File: config.mk
export PLATFORM = sky130hd
export DESIGN_NAME = param_updown_counter
export DESIGN_NICKNAME = d
export VERILOG_FILES = /design/src/rtl/counter_pkg.sv /design/src/rtl/counter_mod_step.sv /design/src/rtl/param_updown_counter.sv
export SDC_FILE = /design/constraint.sdc
export NUM_CORES = 1
export LEC_CHECK = 0
export CAP_MARGIN = 30
export CORE_AREA = 2 2 39 41
export DETAILED_ROUTE_END_ITERATION = 6
export DIE_AREA = 0 0 41 43
export DONT_BUFFER_PORTS = 1
export GPL_TIMING_DRIVEN = 0
export PLACE_DENSITY_LB_ADDON = 0.3
export SLEW_MARGIN = 10
export SYNTH_ARGS = -nofsm -noshare
export SYNTH_HDL_FRONTEND = slang
export SYNTH_HIERARCHICAL = 1
export SYNTH_SLANG_ARGS = --single-unit
File: constraint.sdc
create_clock -name CLK -period 2 [get_ports CLK]
set_input_delay 0.6 -clock CLK [delete_from_list [all_inputs] [get_ports CLK]]
set_output_delay 0.6 -clock CLK [all_outputs]
set_load 0.05 [all_outputs]
File: src/rtl/counter_pkg.sv
// Shared definitions for the counter family: end-of-range mode encoding and
// an elaboration-time parameter legality check.
package counter_pkg;

  typedef enum logic {
    MODE_WRAP = 1'b0,
    MODE_SAT  = 1'b1
  } count_mode_e;

  function automatic bit counter_params_ok(input int unsigned     width,
                                           input longint unsigned modulus,
                                           input longint unsigned reset_value);
    return (width >= 1) && (width <= 32) &&
           (modulus >= 2) && (modulus <= (64'd1 << width)) &&
           (reset_value < modulus);
  endfunction

endpackage

File: src/rtl/counter_mod_step.sv
// Combinational modulo step: next count value and wrap flag for one enabled
// count in the requested direction, honouring wrap or saturate at the ends.
module counter_mod_step
  import counter_pkg::*;
#(
  parameter int unsigned     WIDTH   = 4,
  parameter longint unsigned MODULUS = 16
) (
  input  logic [WIDTH-1:0] i_cur,
  input  logic             i_up,
  input  logic             i_mode,
  output logic [WIDTH-1:0] o_next,
  output logic             o_wrap
);

  localparam logic [WIDTH-1:0] MAXV = WIDTH'(MODULUS - 64'd1);

  always_comb begin
    o_next = i_cur;
    o_wrap = 1'b0;
    if (i_up) begin
      if (i_cur != MAXV) begin
        o_next = i_cur + WIDTH'(1);
      end else if (i_mode == MODE_WRAP) begin
        o_next = '0;
        o_wrap = 1'b1;
      end
    end else begin
      if (i_cur != '0) begin
        o_next = i_cur - WIDTH'(1);
      end else if (i_mode == MODE_WRAP) begin
        o_next = MAXV;
        o_wrap = 1'b1;
      end
    end
  end

endmodule

File: src/rtl/param_updown_counter.sv
// Parametrised up/down counter with load, clear, wrap/saturate modes, a
// combinational terminal count for cascading and a registered wrap pulse.
module param_updown_counter
  import counter_pkg::*;
#(
  parameter int unsigned     WIDTH       = 4,
  parameter longint unsigned MODULUS     = 16,
  parameter longint unsigned RESET_VALUE = 0
) (
  input  logic             CLK,
  input  logic             RSTn,
  input  logic             EN,
  input  logic             UP,
  input  logic             MODE,
  input  logic             LOAD,
  input  logic [WIDTH-1:0] LOAD_VAL,
  input  logic             CLR,
  output logic [WIDTH-1:0] Out,
  output logic             TC,
  output logic             WRAP
);

  localparam logic [WIDTH-1:0] MAXV  = WIDTH'(MODULUS - 64'd1);
  localparam logic [WIDTH-1:0] RST_V = WIDTH'(RESET_VALUE);

  generate
    if (!counter_params_ok(WIDTH, MODULUS, RESET_VALUE)) begin : g_bad_params
      $error("param_updown_counter: illegal WIDTH/MODULUS/RESET_VALUE");
    end
  endgenerate

  logic [WIDTH-1:0] r_out;
  logic             r_wrap;
  logic [WIDTH-1:0] w_next;
  logic             w_wrap;
  logic [WIDTH-1:0] w_load_val;

  counter_mod_step #(
    .WIDTH   (WIDTH),
    .MODULUS (MODULUS)
  ) u_step (
    .i_cur  (r_out),
    .i_up   (UP),
    .i_mode (MODE),
    .o_next (w_next),
    .o_wrap (w_wrap)
  );

  // Out-of-range load values clamp to the top of the count range.
  assign w_load_val = (LOAD_VAL > MAXV) ? MAXV : LOAD_VAL;

  always_ff @(posedge CLK or negedge RSTn) begin
    if (!RSTn) begin
      r_out  <= RST_V;
      r_wrap <= 1'b0;
    end else if (CLR) begin
      r_out  <= '0;
      r_wrap <= 1'b0;
    end else if (LOAD) begin
      r_out  <= w_load_val;
      r_wrap <= 1'b0;
    end else if (EN) begin
      r_out  <= w_next;
      r_wrap <= w_wrap;
    end else begin
      r_wrap <= 1'b0;
    end
  end

  assign Out  = r_out;
  assign WRAP = r_wrap;
  assign TC   = EN & ((UP & (r_out == MAXV)) | (~UP & (r_out == '0)));

endmodule
# Word-level counts from Yosys, hierarchy flattened
# Cells that the tools add are included.
# word_totals
wordCells,34
regBits,5
input_bits,11
# classes
magnitude_cmp,1
muxes,16
reduce_logical,4
eq_ne,4
add_sub_neg,2
n_bitwise,5
# op_table
op,n
two-way mux 4 bit,9
"!= test 5 x 3 -> 1 bit, second input constant",2
two-way mux 1 bit,7
"adder 4 x 1 -> 4 bit, second input constant",1
"equality test 4 bit, second input constant",1
"greater-than comparator 4 bit, second input constant",1
zero test 4 bit,1
"!= test 4 bit, second input constant",1
nonzero test 4 bit,1
"subtractor 4 x 1 -> 4 bit, second input constant",1
bitwise AND 1 bit,3
AND reduction 3 bit,1
nonzero test 3 bit,1
inverter 1 bit,1
OR 1 bit,1

# Longest topological paths before layout
# Gate-level depths: netlist (run 1).
# logic_depth
depth_word,6
depth_mapped,9

# By module
# Netlist (run 1), hierarchy kept.
# modules_own_cells
module,instances,cells_each,area_per_inst_um2
counter_mod_step,1,43,279.0
param_updown_counter,1,26,267.8

# Worst setup path after synthesis (run 1)
# Ideal clock, no wire load.
# synth_timing
kind,register to output
startpoint,register r_out[0] (netlist: Out[0])
endpoint,output TC
slack_ps,-562
required_ps,1400
path_buffers,0
arrival_time_ps,1962
path_stages_with_launch,3
cell_sequence,dfrtp_1 > or4_1 > o22ai_1
# synth_via
elab_chain_len,4
word_cells_on_any_way,6
classes_between,eq/ne: 1; bitwise: 4; reduce/logical: 1
# synth_lines
element,line_no,text
from (decl),param_updown_counter.sv:32,logic [WIDTH-1:0] r_out;
from (signal assigned),param_updown_counter.sv:60,r_out <= w_load_val;
from (signal assigned),param_updown_counter.sv:63,r_out <= w_next;
equality test 4 bit / zero test 4 bit (equally long branches),param_updown_counter.sv:72,assign TC = EN & ((UP & (r_out == MAXV)) | (~UP & (r_out == '0)));
bitwise AND 1 bit,param_updown_counter.sv:72,
OR 1 bit *,param_updown_counter.sv:72,
bitwise AND 1 bit *,param_updown_counter.sv:72,
to (decl),param_updown_counter.sv:19,"output logic TC,"
# Every way passes the cells marked *; elsewhere a longest branch is shown, timed or not.

# Worst setup path in the final report (run 1)
# layout_timing
startpoint,register r_out[1] (netlist: Out[1])
endpoint,output TC
# Same word-level chain as after synthesis.

==> results of run 1 <==
-- routing by layer --
layer | share of wire | track usage | vias up
li1 | - | - | 264
met1 | 0.43 | 0.218 | 237
met5 | 0 | 0 | -
met2 | 0.50 | 0.241 | 15
met4 | 0 | 0.0200 | 0
met3 | 0.063 | 0.0628 | 0
-- path summary, 6_finish.rpt --
kind	slack [ps]	start	cells past startpoint	end
setup / recovery	-320	Out[1]	2	TC
hold / removal	60	RSTn	0	Out[3]
setup reg to reg	-260	Out[1]	8	Out[0]
hold reg to reg	860	Out[1]	2	Out[1]
max in group asynchronous	1860	RSTn	0	Out[0]
min in group CLK	420	CLR	1	Out[1]
-- sequential cells by signal, indices dropped and copies added (netlist names) --
register  count
WRAP          1
Out           4
-- layout by cell type (no fill, tap or decap), types with 3 or more instances in the layout --
cell type / count
a211oi_1: 3
a21oi_1: 6
clkbuf_4: 4
dfrtp_2: 4
inv_1: 4
mux2i_1: 4
nand2_1: 6
nand2b_1: 3
nor2b_1: 5
o21ai_0: 3
-- cell type report --
class | count | area [µm²] | share of cell area
inverters | 4 | 15.0 | 0.0239
well taps | 16 | 20.0 | 0.0318
clock buffers | 4 | 26.3 | 0.0417
plain buffers | 5 | 32.5 | 0.0517
multi-input cells | 55 | 405 | 0.644
flip-flops and latches | 5 | 130 | 0.207
-- cell families after synthesis --
group	after synthesis	share of synthesized area
adders and majority gates	2	0.0458
AOI/OAI and AO/OA	24	0.304
and+or+nand+nor	25	0.268
DFF	5	0.229
buffers and inverters	9	0.0801
muxes	4	0.0732
-- metrics by stage --
stage	setup WS [ps]	cell area (µm²)
after floorplan	-45.2	571
after global placement	-252	591
after detailed placement	-279	591
after CTS	-343	619
after global routing	-370	629
final	-322	629
-- power groups by stage --
stage / logic, mW / registers [mW] / clock network, mW
2_1_floorplan: 0.102 / 0.147 / 0
3_3_place_gp: 0.116 / 0.152 / 0
3_5_place_dp: 0.118 / 0.152 / 0
6_report: 0.122 / 0.150 / 0.113
5_1_grt: 0.135 / 0.153 / 0.124
4_1_cts: 0.119 / 0.151 / 0.118
-- what timing repair did --
action | CTS | global route
setup buffers | 0 | 0
gates resized for setup | 1 | 2
endpoints found under the setup margin | 6 | 6
pin swaps | 1 | 0
==> impl_metrics.yaml, run 1 <==
detailed_routing:
  vias: 516
  dr.pass1.iters: 4
  ant_nets: 0
  drc: 0
  first_iter_violations: 7
  wl_per_cell_um: 13.3
  drt_wl_total_um: 1180
  viasPerCell: 5.80
synthesis:
  ys_ff_latch: 5
  synthFlopType: "dfrtp_1"
  ys_types: 30
  synth_top_cell_area_share: 0.229
  synth_edf_count: 0
  ys_seq_area_frac: 0.229
  yosysTopAreaCell: "dfrtp_1"
  synthCells: 69
  async_flop_share: 1.00
  yosys_warnings: 6
  syn_nets: 82
  syn_avg_cell_area_um2: 7.92
  syn-cell-area_um2: 547
  synth_commonest_cells: "a21oi_1 (6), nand2_1 (6), a211oi_1 (5), dfrtp_1 (5), nor2b_1 (5)"
  synthTopCellsByArea: "dfrtp_1 (23%), mux2i_1 (7.3%), a211oi_1 (6.9%)"
grt:
  gr-usage-all-layers: 0.160
  grt_max_degree: 13
  grt_pass1_wl_um: 1990
  antenna_found_initial: 0
  gr-total-overflow: 0
  grt_pass1_vias: 479
worst_setup_path:
  critPathArrivalTime_ps: 1720
  cp_top_family: "simple AND/OR/NAND/NOR gates"
  worst-path-buf-inv: 0
  slowest_stage: "or4_4"
  path_class: "flop to output port"
  worstPathCellList: "or4_4 -> o22ai_4"
  cp.required_ps: 1400
  crit_fanout: 6
  startpoint_type: "flop"
  max_stage_delay_ps: 590
  endpoint_kind: "output port"
place:
  routabilityCongestion: 0.734
  place_inst: 85
  dp_hpwl_um: 939
  port_buffers: 0
timing:
  max_slew_margin: 0.705
  period_share: 1.16
  fin_ws_ps: -322
  worstMarginPinSlew_ps: 443
  rsz0062_at_grt: "true"
  max_freq_mhz: 431
  clock_skew_ps: 2.57
  finalSetupViolCount: 6
  hold_viol_final: 0
  finalCriticalPeriod_ps: 2320
  report.final.slew_viol_count: 0
  holdWs_ps: 56.1
  setup_tns_ps: -922
clock_tree:
  cts_root_buffer: "clkbuf_4"
  cts_buffer_depth: 2
  cts_tree: "yes"
  insertion_delay_ps: 240
  clk_pin_slew_ps: 40
  htreeDepth: 1
  cts_hold_buf: 0
  numCtsBuffers: 3
  cts_sinks: 5
outcome:
  status: "complete, but fails checks"
  violations: "negative setup slack"
power:
  p_leak_nw: 0.249
  comb_power_share: 0.316
  switching_power_uw: 140
  seq_power_share: 0.391
  p_sw_frac: 0.365
  power.internal_uw: 244
  power_frac_clock: 0.293
  power_uw: 385
  pwr_density_cell_mw_per_mm2: 611
  max-vdd-ir-drop_uv: 613
cells_and_area:
  fillers: 142
  layout-drive-gt1-share: 0.274
  num_antenna_cells: 0
  syn_to_final_growth_pct: 15.1
  instances_no_fill: 89
  fin_nets: 87
  utilization: 0.455
hold_path:
  hold_path_class: "input port to asynchronous set/reset pin"
floorplan:
  die_area_mm2: 0.00176
  initial_utilization: 0.395
  die_y_um: 43
  io_pins: 17
  core_mm2: 0.00138
  floorplan.rows: 14
  die_x_um: 41
run:
  cap_viol_max_count: 0
Power figures use the tool's default switching activity.
==> run 2: changes to the inputs <==
--- a/config.mk
+++ b/config.mk
@@ -10,7 +10,7 @@
 export DETAILED_ROUTE_END_ITERATION = 6
 export DIE_AREA = 0 0 41 43
 export DONT_BUFFER_PORTS = 1
-export GPL_TIMING_DRIVEN = 0
+export GPL_TIMING_DRIVEN = 1
 export PLACE_DENSITY_LB_ADDON = 0.3
 export SLEW_MARGIN = 10
 export SYNTH_ARGS = -nofsm -noshare
==> run 2 against run 1 <==
  * The flow still finishes with violations (negative setup slack)
  * Combinational power rose by 52%
  * Routed wire length rose by 21%
  * Non-clock buffer count rose by 5
  * Critical endpoint unchanged
==> impl_metrics.yaml, run 2 (synthesized netlist as in run 1, its figures left out) <==
outcome:
  status: "complete, but fails checks"
  violations: "negative setup slack"
worst_setup_path:
  crit_fanout: 2
  r2r_slack_ps: 80
  cp_top_family: "simple AND/OR/NAND/NOR gates"
  reg2reg_to: "Out[0]"
  worst-path-buf-inv: 1
  reg2regPathDepth: 9
  endpoint_kind: "output port"
  critPathArrivalTime_ps: 1530
  worstPathCellList: "or4_4 -> o22ai_4 -> buf_12"
  max_stage_delay_ps: 540
  reg2reg_from: "Out[1]"
  startpoint_type: "flop"
  cp.required_ps: 1400
  path_class: "flop to output port"
  slowest_stage: "or4_4"
timing:
  holdWs_ps: 49.9
  max_freq_mhz: 470
  worstMarginPinSlew_ps: 447
  finalCriticalPeriod_ps: 2130
  clock_skew_ps: 2.30
  max_slew_margin: 0.702
  hold_viol_final: 0
  fin_ws_ps: -126
  rsz0062_at_grt: "true"
  finalSetupViolCount: 1
  setup_tns_ps: -126
  report.final.slew_viol_count: 0
  period_share: 1.06
detailed_routing:
  viasPerCell: 5.94
  vias: 558
  wl_per_cell_um: 15.2
  drt_wl_total_um: 1430
  dr.pass1.iters: 4
  drc: 0
  first_iter_violations: 12
  ant_nets: 0
cells_and_area:
  num_antenna_cells: 0
  layout_common_cells: "buf_4 (8), nand2_1 (6), a21oi_1 (6), nor2b_1 (5)"
  fillers: 131
  layout-drive-gt1-share: 0.372
  fin_nets: 92
  largest_register_ff_count: 4
  final_common_cell: "buf_4"
  syn_to_final_growth_pct: 30.7
run:
  cap_viol_max_count: 0
power:
  p_leak_nw: 0.288
  pwr_density_cell_mw_per_mm2: 589
  max-vdd-ir-drop_uv: 353
place:
  dp_hpwl_um: 1030
  port_buffers: 0
  routabilityCongestion: 0.777
floorplan:
  floorplan.rows: 14
  io_pins: 17
  initial_utilization: 0.395
  die_area_mm2: 0.00176
  core_mm2: 0.00138
  die_x_um: 41
  die_y_um: 43
clock_tree:
  cts_buffer_depth: 2
  numCtsBuffers: 3
  cts_hold_buf: 0
  cts_root_buffer: "clkbuf_4"
  htreeDepth: 1
  clk_pin_slew_ps: 40
  cts_tree: "yes"
  insertion_delay_ps: 240
  cts_sinks: 5
grt:
  grt_pass1_vias: 499
  antenna_found_initial: 0
  gr-usage-all-layers: 0.184
  grt_pass1_wl_um: 2200
  gr-total-overflow: 0
  grt_max_degree: 14
hold_path:
  hold_path_class: "input port to asynchronous set/reset pin"
## run 2: cell types whose count changed in the layout (fill, tap and decap cells not counted), sizes merged
cell | before | now
buf | 3 | 10
clkbuf | 6 | 4
## run 2: timing repair
item	CTS	global route
pin swaps	0	5
buffers inserted	1	1
setup endpoints to repair	1	4
gates resized for setup	0	9
## run 2: routing by layer
metal / global-route usage / share of wire
met5: 0 / 0
met1: 0.257 / 0.44
met3: 0.0209 / 0.043
met4: 0.100 / 0
met2: 0.266 / 0.52
## run 2: cell type report
class,instances,area [µm²],share of cell area
sequential,5,130,0.182
multi-input combinational,55,429,0.601
timing repair buffer,10,91.3,0.128
clock buffer,4,26.3,0.0368
tap,16,20.0,0.0280
inverter,4,17.5,0.0245
## run 2: worst max path at each step
stage | from | end | cells past startpoint
after floorplan | Out[1] | TC | 2
after global placement | Out[1] | TC | 3
after detailed placement | Out[1] | TC | 3
after CTS | Out[0] | TC | 3
after global routing | Out[0] | TC | 3
final | Out[1] | TC | 3
## run 2: where the power goes
part,switching (mW),internal (mW),leakage (nW)
clock network,0.0426,0.0755,0.0150
registers,0.00736,0.110,0.0601
logic,0.101,0.0842,0.213
## run 2: through the flow
step	setup WS [ps]	cells	power, mW	util	instance area [µm²]
4_1_cts	-135	93	0.406	0.482	667
6_report	-126	94	0.420	0.516	714
3_5_place_dp	104	88	0.280	0.458	633
5_1_grt	-157	94	0.444	0.516	714
2_1_floorplan	-45.2	69	0.249	-	571
3_3_place_gp	115	88	0.278	0.458	633
